--- src/rtl/instruction_fetch_buffer_pkg.sv ---
// Shared fetch-side types: address width, PC type and the fetch/decode entry.
// Also used by the decode side, which is why fd_entry_t lives here.
package instruction_fetch_buffer_pkg;

    localparam int ADDR_W = 32;
    localparam int INST_W = 32;

    typedef logic [ADDR_W-1:0] addr_t;
    typedef logic [INST_W-1:0] inst_t;

    typedef struct packed {
        addr_t pc;
        inst_t inst;
    } fd_entry_t;

endpackage

--- src/rtl/fetch_inflight_tracker.sv ---
// Tracks fetches between issue and data return as a LOAD_LATENCY-deep valid
// shift register; the last stage marks the cycle the memory word arrives.
module fetch_inflight_tracker #(
    parameter int LOAD_LATENCY = 1
) (
    input  logic                                clk,
    input  logic                                rst,
    input  logic                                issue,
    input  logic                                flush,
    output logic                                arrive,
    output logic [$clog2(LOAD_LATENCY+1)-1:0]   inflight
);

    localparam int CNT_W = $clog2(LOAD_LATENCY + 1);

    logic [LOAD_LATENCY-1:0] vld_pipe_q;
    logic [LOAD_LATENCY-1:0] vld_pipe_d;

    always_comb begin
        vld_pipe_d    = '0;
        vld_pipe_d[0] = issue;
        for (int i = 1; i < LOAD_LATENCY; i++) begin
            vld_pipe_d[i] = vld_pipe_q[i-1];
        end
    end

    always_ff @(posedge clk) begin
        if (rst || flush) begin
            vld_pipe_q <= '0;
        end else begin
            vld_pipe_q <= vld_pipe_d;
        end
    end

    assign arrive = vld_pipe_q[LOAD_LATENCY-1];

    always_comb begin
        inflight = '0;
        for (int i = 0; i < LOAD_LATENCY; i++) begin
            inflight = inflight + CNT_W'(vld_pipe_q[i]);
        end
    end

endmodule

--- src/rtl/instruction_fetch_buffer.sv ---
// Fetch-to-decode buffer: circular FIFO of {pc, inst} fed by instruction memory,
// with issue throttled so in-flight returns always find a free slot.
module instruction_fetch_buffer
    import instruction_fetch_buffer_pkg::*;
#(
    parameter int LOAD_LATENCY = 1,
    parameter int DEPTH        = 4,
    parameter int DATA_W       = 32
) (
    input  logic                     clk,
    input  logic                     rst,
    input  addr_t                    pc_to_fet,
    input  logic [DATA_W-1:0]        mem_data,
    input  logic                     flush,
    output logic                     stall_pc,
    output logic                     fd_valid,
    input  logic                     fd_ready,
    output addr_t                    fd_pc,
    output logic [DATA_W-1:0]        fd_inst,
    output logic [$clog2(DEPTH):0]   occupancy
);

    localparam int PTR_W = $clog2(DEPTH);
    localparam int OCC_W = PTR_W + 1;
    localparam int INF_W = $clog2(LOAD_LATENCY + 1);
    localparam int SUM_W = OCC_W + 1;

    addr_t             pc_q   [DEPTH];
    logic [DATA_W-1:0] inst_q [DEPTH];
    logic [PTR_W-1:0]  head_q, head_d;
    logic [PTR_W-1:0]  tail_q, tail_d;
    logic [OCC_W-1:0]  occ_q,  occ_d;

    logic              issue;
    logic              arrive;
    logic              arrive_w;
    logic              pop;
    logic [INF_W-1:0]  inflight;

    fetch_inflight_tracker #(
        .LOAD_LATENCY (LOAD_LATENCY)
    ) u_tracker (
        .clk      (clk),
        .rst      (rst),
        .issue    (issue),
        .flush    (flush),
        .arrive   (arrive),
        .inflight (inflight)
    );

    // Reserve a slot for every outstanding fetch; only registered state feeds this.
    assign stall_pc = (SUM_W'(occ_q) + SUM_W'(inflight)) >= SUM_W'(DEPTH);
    assign issue    = !stall_pc && !flush;

    assign fd_valid  = (occ_q != '0);
    assign fd_pc     = pc_q[head_q];
    assign fd_inst   = inst_q[head_q];
    assign occupancy = occ_q;

    assign arrive_w = arrive && !flush;
    assign pop      = fd_valid && fd_ready && !flush;

    always_comb begin
        head_d = head_q;
        tail_d = tail_q;
        occ_d  = occ_q;
        if (pop) begin
            head_d = head_q + 1'b1;
        end
        if (arrive_w) begin
            tail_d = tail_q + 1'b1;
        end
        case ({arrive_w, pop})
            2'b10:   occ_d = occ_q + 1'b1;
            2'b01:   occ_d = occ_q - 1'b1;
            default: occ_d = occ_q;
        endcase
    end

    always_ff @(posedge clk) begin
        if (rst) begin
            head_q <= '0;
            tail_q <= '0;
            occ_q  <= '0;
            for (int i = 0; i < DEPTH; i++) begin
                pc_q[i]   <= '0;
                inst_q[i] <= '0;
            end
        end else if (flush) begin
            head_q <= '0;
            tail_q <= '0;
            occ_q  <= '0;
        end else begin
            head_q <= head_d;
            tail_q <= tail_d;
            occ_q  <= occ_d;
            if (arrive_w) begin
                pc_q[tail_q]   <= pc_to_fet;
                inst_q[tail_q] <= mem_data;
            end
        end
    end

    // The stall rule makes this unreachable; firing means the throttle is broken.
    a_no_overflow: assert property (@(posedge clk) disable iff (rst)
        !(arrive_w && occ_q == OCC_W'(DEPTH)));

endmodule

--- config.mk ---
export PLATFORM = sky130hd
export DESIGN_NAME = instruction_fetch_buffer
export DESIGN_NICKNAME = d
export VERILOG_FILES = /design/src/rtl/instruction_fetch_buffer_pkg.sv /design/src/rtl/fetch_inflight_tracker.sv /design/src/rtl/instruction_fetch_buffer.sv
export SDC_FILE = /design/constraint.sdc
export NUM_CORES = 1
export LEC_CHECK = 0
export ABC_AREA = 1
export BUFFER_PORTS_ARGS = -buffer_cell sky130_fd_sc_hd__buf_2
export CAP_MARGIN = 10
export CORE_UTILIZATION = 40
export DETAILED_ROUTE_END_ITERATION = 8
export PLACE_DENSITY = 0.57
export SYNTH_ARGS = -nofsm -noshare
export SYNTH_HDL_FRONTEND = slang
export SYNTH_SLANG_ARGS = --single-unit
--- constraint.sdc ---
create_clock -name clk -period 9.8 [get_ports clk]
set_input_delay 1.96 -clock clk [delete_from_list [all_inputs] [get_ports clk]]
set_output_delay 1.96 -clock clk [all_outputs]
set_load 0.01 [all_outputs]
==> results.cfg, run 1 <==
[sta]
fmax_ghz = 0.204
slew_of_the_pin_with_the_lowest_slew_margin_ps = 1090
report.final.slew_viol_count = 0
final.period_utilization = 0.500
report.final.hold_viol_count = 0
final_period_minus_worst_setup_slack_ps = 4900
max-slew-margin-rel = 0.270
rsz_0062_raised_after_global_routing = false
fin_skew_ps = 7.68
setup_tns_ps = 0
setup_viol = 0

[drt]
drtPass1Iterations = 5
routed_wl_um = 27300
route.antenna.remaining_nets = 0
route.vias.total = 7850
avgViaCountPerCell = 5.03
detail_route.iter0.violations = 706
post_drt_wl_per_cell_um = 17.5
drc = 0

[worst_setup_path]
path_cells = inv_4 > buf_4 > o21ai_0 > o22ai_1 > buf_2
setup.worst_path.start_class = register
cpPeakStageDelay_ps = 760
timing.critical_path.buf_inv = 3
critPathKind = register to primary output
worst_path_max_delay_cell = sky130_fd_sc_hd__buf_4
crit_arrival_ps = 2940
max_fo_critical_path = 84
critical_path.top_delay_family = buffers and inverters
crit_path_end_kind = primary output
required_ps = 7840

[floorplanning]
die_height_um = 171
top_level_ports = 137
rows = 61
initial_utilization = 0.409
die_w_um = 171
floorplan.die_area_mm2 = 0.0293
coreArea_mm2 = 0.0279

[global_routing]
gr-usage-all-layers = 0.191
antenna_found_initial = 0
grt_start_max_net_pins = 92
grt_pass1_wl_um = 42800
grt_remaining_overflow = 0
grt_pass1_vias = 7881

[synthesis]
synthesis.yosys.warnings = 0
synth.net_count = 1126
postSynthRegisterBits = 266
synth_edf_count = 256
synth_async_sr_flop_share = 0
synthesis.instances = 1056
netlist_area_mm2 = 0.0114
syn_area_per_cell_um2 = 10.8
netlist-cell-type-count = 24
synth-seq-area-share = 0.690
dominantRegCellSynth = sky130_fd_sc_hd__edfxtp_1

[cts]
cts_tree = yes
cts-resized-gates = 0
clock_tree.buffer_depth = 3
clock_insertion_delay_worst_skew_ps = 530
cts-root-buf = sky130_fd_sc_hd__clkbuf_16
cts_setup_buffers = 0
htreeDepth = 1
cts_hold_buf = 0
cts_inserted_buffers = 28
tritoncts_num_sinks = 266
clk_pin_slew_worst_paths_ps = 60

[final_layout]
multi_input_comb_area_mm2 = 0.00288
layout.area.seq_mm2 = 0.00789
final_cell_mix = 329 x sky130_fd_sc_hd__nor2_1, 256 x sky130_fd_sc_hd__edfxtp_1, 136 x sky130_fd_sc_hd__buf_2
final_net_count = 1233
num_antenna_cells = 0
final_common_cell = sky130_fd_sc_hd__nor2_1
fillCellCount = 2652
synthToLayoutAreaGrowth_pct = 15.3
layout-drive-gt1-share = 0.176

[power_and_ir_drop]
power_mw = 2.39
p_per_area_mw_per_mm2 = 181
ir_drop_mv = 0.0946
leakage_power_nw = 5.53

[min_path]
hold_path.class = register to register

[outcome]
run_status = completed

[placed_design]
dp_hpwl_um = 13900
gp_congestion = 0.738
io_buffers = 136

[flow_run]
max_capacitance_violation_count = 0
Yosys cell counts, types with 5 or more instances:
| cell | count | share of area |
|---|---|---|
| sky130_fd_sc_hd__inv_1 | 96 | 0.032 |
| sky130_fd_sc_hd__dfxtp_1 | 10 | 0.018 |
| sky130_fd_sc_hd__a21oi_1 | 5 | 0.0022 |
| sky130_fd_sc_hd__edfxtp_1 | 256 | 0.67 |
| sky130_fd_sc_hd__nor2_1 | 329 | 0.11 |
| sky130_fd_sc_hd__buf_2 | 26 | 0.011 |
| sky130_fd_sc_hd__clkbuf_1 | 31 | 0.010 |
| sky130_fd_sc_hd__nand2_2 | 11 | 0.0060 |
| sky130_fd_sc_hd__nand2_1 | 64 | 0.021 |
| sky130_fd_sc_hd__nand2_4 | 10 | 0.0098 |
| sky130_fd_sc_hd__o22ai_1 | 64 | 0.035 |
| sky130_fd_sc_hd__o21ai_0 | 132 | 0.058 |
flip-flops by register name (all words and copies together), names as in the netlist, named ones only:
| name | cells |
|---|---|
| u_tracker.arrive | 1 |
| inst_q | 128 |
| tail_q | 2 |
| pc_q | 128 |
| head_q | 2 |
| occupancy | 3 |
worst reg2reg max path, stage by stage (launching register included):
cell                      delay (ps)
sky130_fd_sc_hd__dfxtp_1         390
sky130_fd_sc_hd__nand2_2         160
sky130_fd_sc_hd__nor2_4          160
sky130_fd_sc_hd__nand3_4         680
sky130_fd_sc_hd__nand2_4        1100
layout make-up:
class / instances / share of cell area
clock buffer: 39 / 0.0579
clock inverter: 11 / 0.00512
inverter: 98 / 0.0281
multi-input combinational: 624 / 0.218
sequential: 266 / 0.598
tap: 378 / 0.0359
timing repair buffer: 145 / 0.0567
stage by stage:
stage          instance area (µm²)  cells  utilization  setup WS (ps)  hold WS [ps]
6_report                     13200   1561        0.472           4900           498
5_1_grt                      13200   1561        0.472           4660           532
4_1_cts                      13200   1561        0.472           4870           502
3_5_place_dp                 12400   1511        0.442           5090           489
3_3_place_gp                 12400   1511        0.442           5110           495
2_1_floorplan                11400   1056            -           2380           465
kinds of logic (layout without fill, tap and decap cells):
group | Yosys count | after routing | synth area share
and+or+nand+nor | 420 | 420 | 0.148
AOI/OAI and AO/OA | 202 | 202 | 0.0956
buffers and inverters | 166 | 293 | 0.0636
DFF | 266 | 266 | 0.690
adders and majority gates | 2 | 2 | 0.00284
power breakdown:
| part | total, mW | switching, mW | internal, mW |
|---|---|---|---|
| Sequential | 1.30 | 0.0109 | 1.29 |
| Clock | 0.972 | 0.409 | 0.563 |
| Combinational | 0.116 | 0.0834 | 0.0324 |
layer usage:
metal  global-route usage  wire length, µm
met1                0.258            11900
met2                0.315            12900
met3               0.0317             1960
met4               0.0563              533
met5                    0                0
final timing paths:
| kind | start | end | slack [ps] | depth (start not counted) |
|---|---|---|---|---|
| max | register | fd_inst[3] | 4900 | 5 |
| min | head_q[1]$_SDFFE_PP0P_ | register | 500 | 2 |
| max reg2reg | u_tracker.arrive$_SDFF_PP0_ | inst_q[0][8]$_SDFFCE_PN0P_ | 6870 | 4 |
| min reg2reg | head_q[1]$_SDFFE_PP0P_ | register | 500 | 2 |
(Power assumes the default switching activity.)
==> run 2: changes to the inputs <==
Clock period 9.8 ns to 5.1 ns, I/O delays scaled along.
==> results.cfg, run 2 (synthesis results as in run 1) <==
[sta]
final.period_utilization = 0.724
max-slew-margin-rel = 0.247
fin_skew_ps = 9.33
report.final.hold_viol_count = 0
rsz_0062_raised_after_global_routing = false
layout_setup_ws_ps = 1410
setup_tns_ps = 0
report.final.slew_viol_count = 0
setup_viol = 0
final_period_minus_worst_setup_slack_ps = 3690
fmax_ghz = 0.271
slew_of_the_pin_with_the_lowest_slew_margin_ps = 1130

[floorplanning]
initial_utilization = 0.409
die_height_um = 171
rows = 61
die_w_um = 171
top_level_ports = 137
coreArea_mm2 = 0.0279
floorplan.die_area_mm2 = 0.0293

[drt]
route.antenna.remaining_nets = 0
avgViaCountPerCell = 5.06
detail_route.iter0.violations = 591
drtPass1Iterations = 5
drc = 0
route.vias.total = 7914
routed_wl_um = 28000
post_drt_wl_per_cell_um = 17.9

[cts]
cts-root-buf = sky130_fd_sc_hd__clkbuf_16
cts_inserted_buffers = 28
cts_tree = yes
tritoncts_num_sinks = 266
cts_setup_buffers = 0
clk_pin_slew_worst_paths_ps = 60
cts_hold_buf = 0
htreeDepth = 1
clock_insertion_delay_worst_skew_ps = 540
cts-resized-gates = 0
clock_tree.buffer_depth = 3

[placed_design]
placement.setup.worst_slack_ps = 1940
gp_congestion = 0.750
io_buffers = 136
dp_hpwl_um = 14900

[global_routing]
grt_remaining_overflow = 0
antenna_found_initial = 1
grt_start_max_net_pins = 91
grt_pass1_wl_um = 42600
grt_pass1_vias = 7837
gr-usage-all-layers = 0.192

[worst_setup_path]
critPathKind = register to primary output
crit_path_end_kind = primary output
crit_arrival_ps = 2670
path_cells = buf_4 > o21ai_0 > o22ai_1 > buf_2
worst_path_max_delay_cell = sky130_fd_sc_hd__dfxtp_4
setup.worst_path.start_class = register
required_ps = 4080
cpPeakStageDelay_ps = 770
max_fo_critical_path = 66

[final_layout]
final_common_cell = sky130_fd_sc_hd__nor2_1
layout-drive-gt1-share = 0.185
final_cell_mix = 329 x sky130_fd_sc_hd__nor2_1, 256 x sky130_fd_sc_hd__edfxtp_1, 136 x sky130_fd_sc_hd__buf_2
postLayoutCoreUtil = 0.476
final_net_count = 1234
synthToLayoutAreaGrowth_pct = 16.2

[power_and_ir_drop]
ir_drop_mv = 0.183
p_per_area_mw_per_mm2 = 355
power_mw = 4.72
leakage_power_nw = 5.59

[outcome]
run_status = completed

[min_path]
hold_path.class = register to register

[flow_run]
max_capacitance_violation_count = 0
## run 2: per-layer routing
| layer | track usage | up-vias | share of wire |
|---|---|---|---|
| li1 | - | 3795 | - |
| met1 | 0.258 | 3857 | 0.44 |
| met2 | 0.322 | 233 | 0.48 |
| met3 | 0.0342 | 27 | 0.067 |
| met4 | 0.0462 | 2 | 0.013 |
| met5 | 0 | - | 0.00039 |
## run 2: through the flow
stage | instances | cell area, µm² | hold slack (ps)
after floorplan | 1056 | 11400 | 465
after global placement | 1512 | 12400 | 498
after detailed placement | 1512 | 12400 | 494
after CTS | 1564 | 13300 | 510
after global routing | 1564 | 13300 | 535
final | 1565 | 13300 | 514
## run 2: final cells by class
class	instances	area, µm²
fillers	2683	14600
flip-flops and latches	266	7890
multi-input cells	624	2890
repair buffers	146	768
clock buffers	32	737
well taps	378	473
inverters	98	370
clock inverters	20	166
diodes	1	2.50
## run 2: where the power goes
part | switching (mW) | leakage, nW | internal (mW)
clock | 0.820 | 0.445 | 1.18
combinational | 0.163 | 2.39 | 0.0638
sequential | 0.0227 | 2.75 | 2.47
total | 1.01 | 5.59 | 3.72
## run 2: final timing paths
kind                            endpoint  slack, ps  cells past startpoint              startpoint
max reg2reg  inst_q[2][11]$_SDFFCE_PN0P_       2540                      4  tail_q[0]$_SDFFE_PP0P_
min reg2reg                     register        510                      2  head_q[1]$_SDFFE_PP0P_
max                             fd_pc[3]       1410                      4                register
min                             register        510                      2  head_q[1]$_SDFFE_PP0P_
## run 2: worst max-delay path: cells and delay by family (launching register included)
| kind | cells | cell delay [ps] |
|---|---|---|
| buffers and inverters | 2 | 850 |
| flip-flops | 1 | 770 |
| AO/OA/AOI/OAI | 2 | 470 |
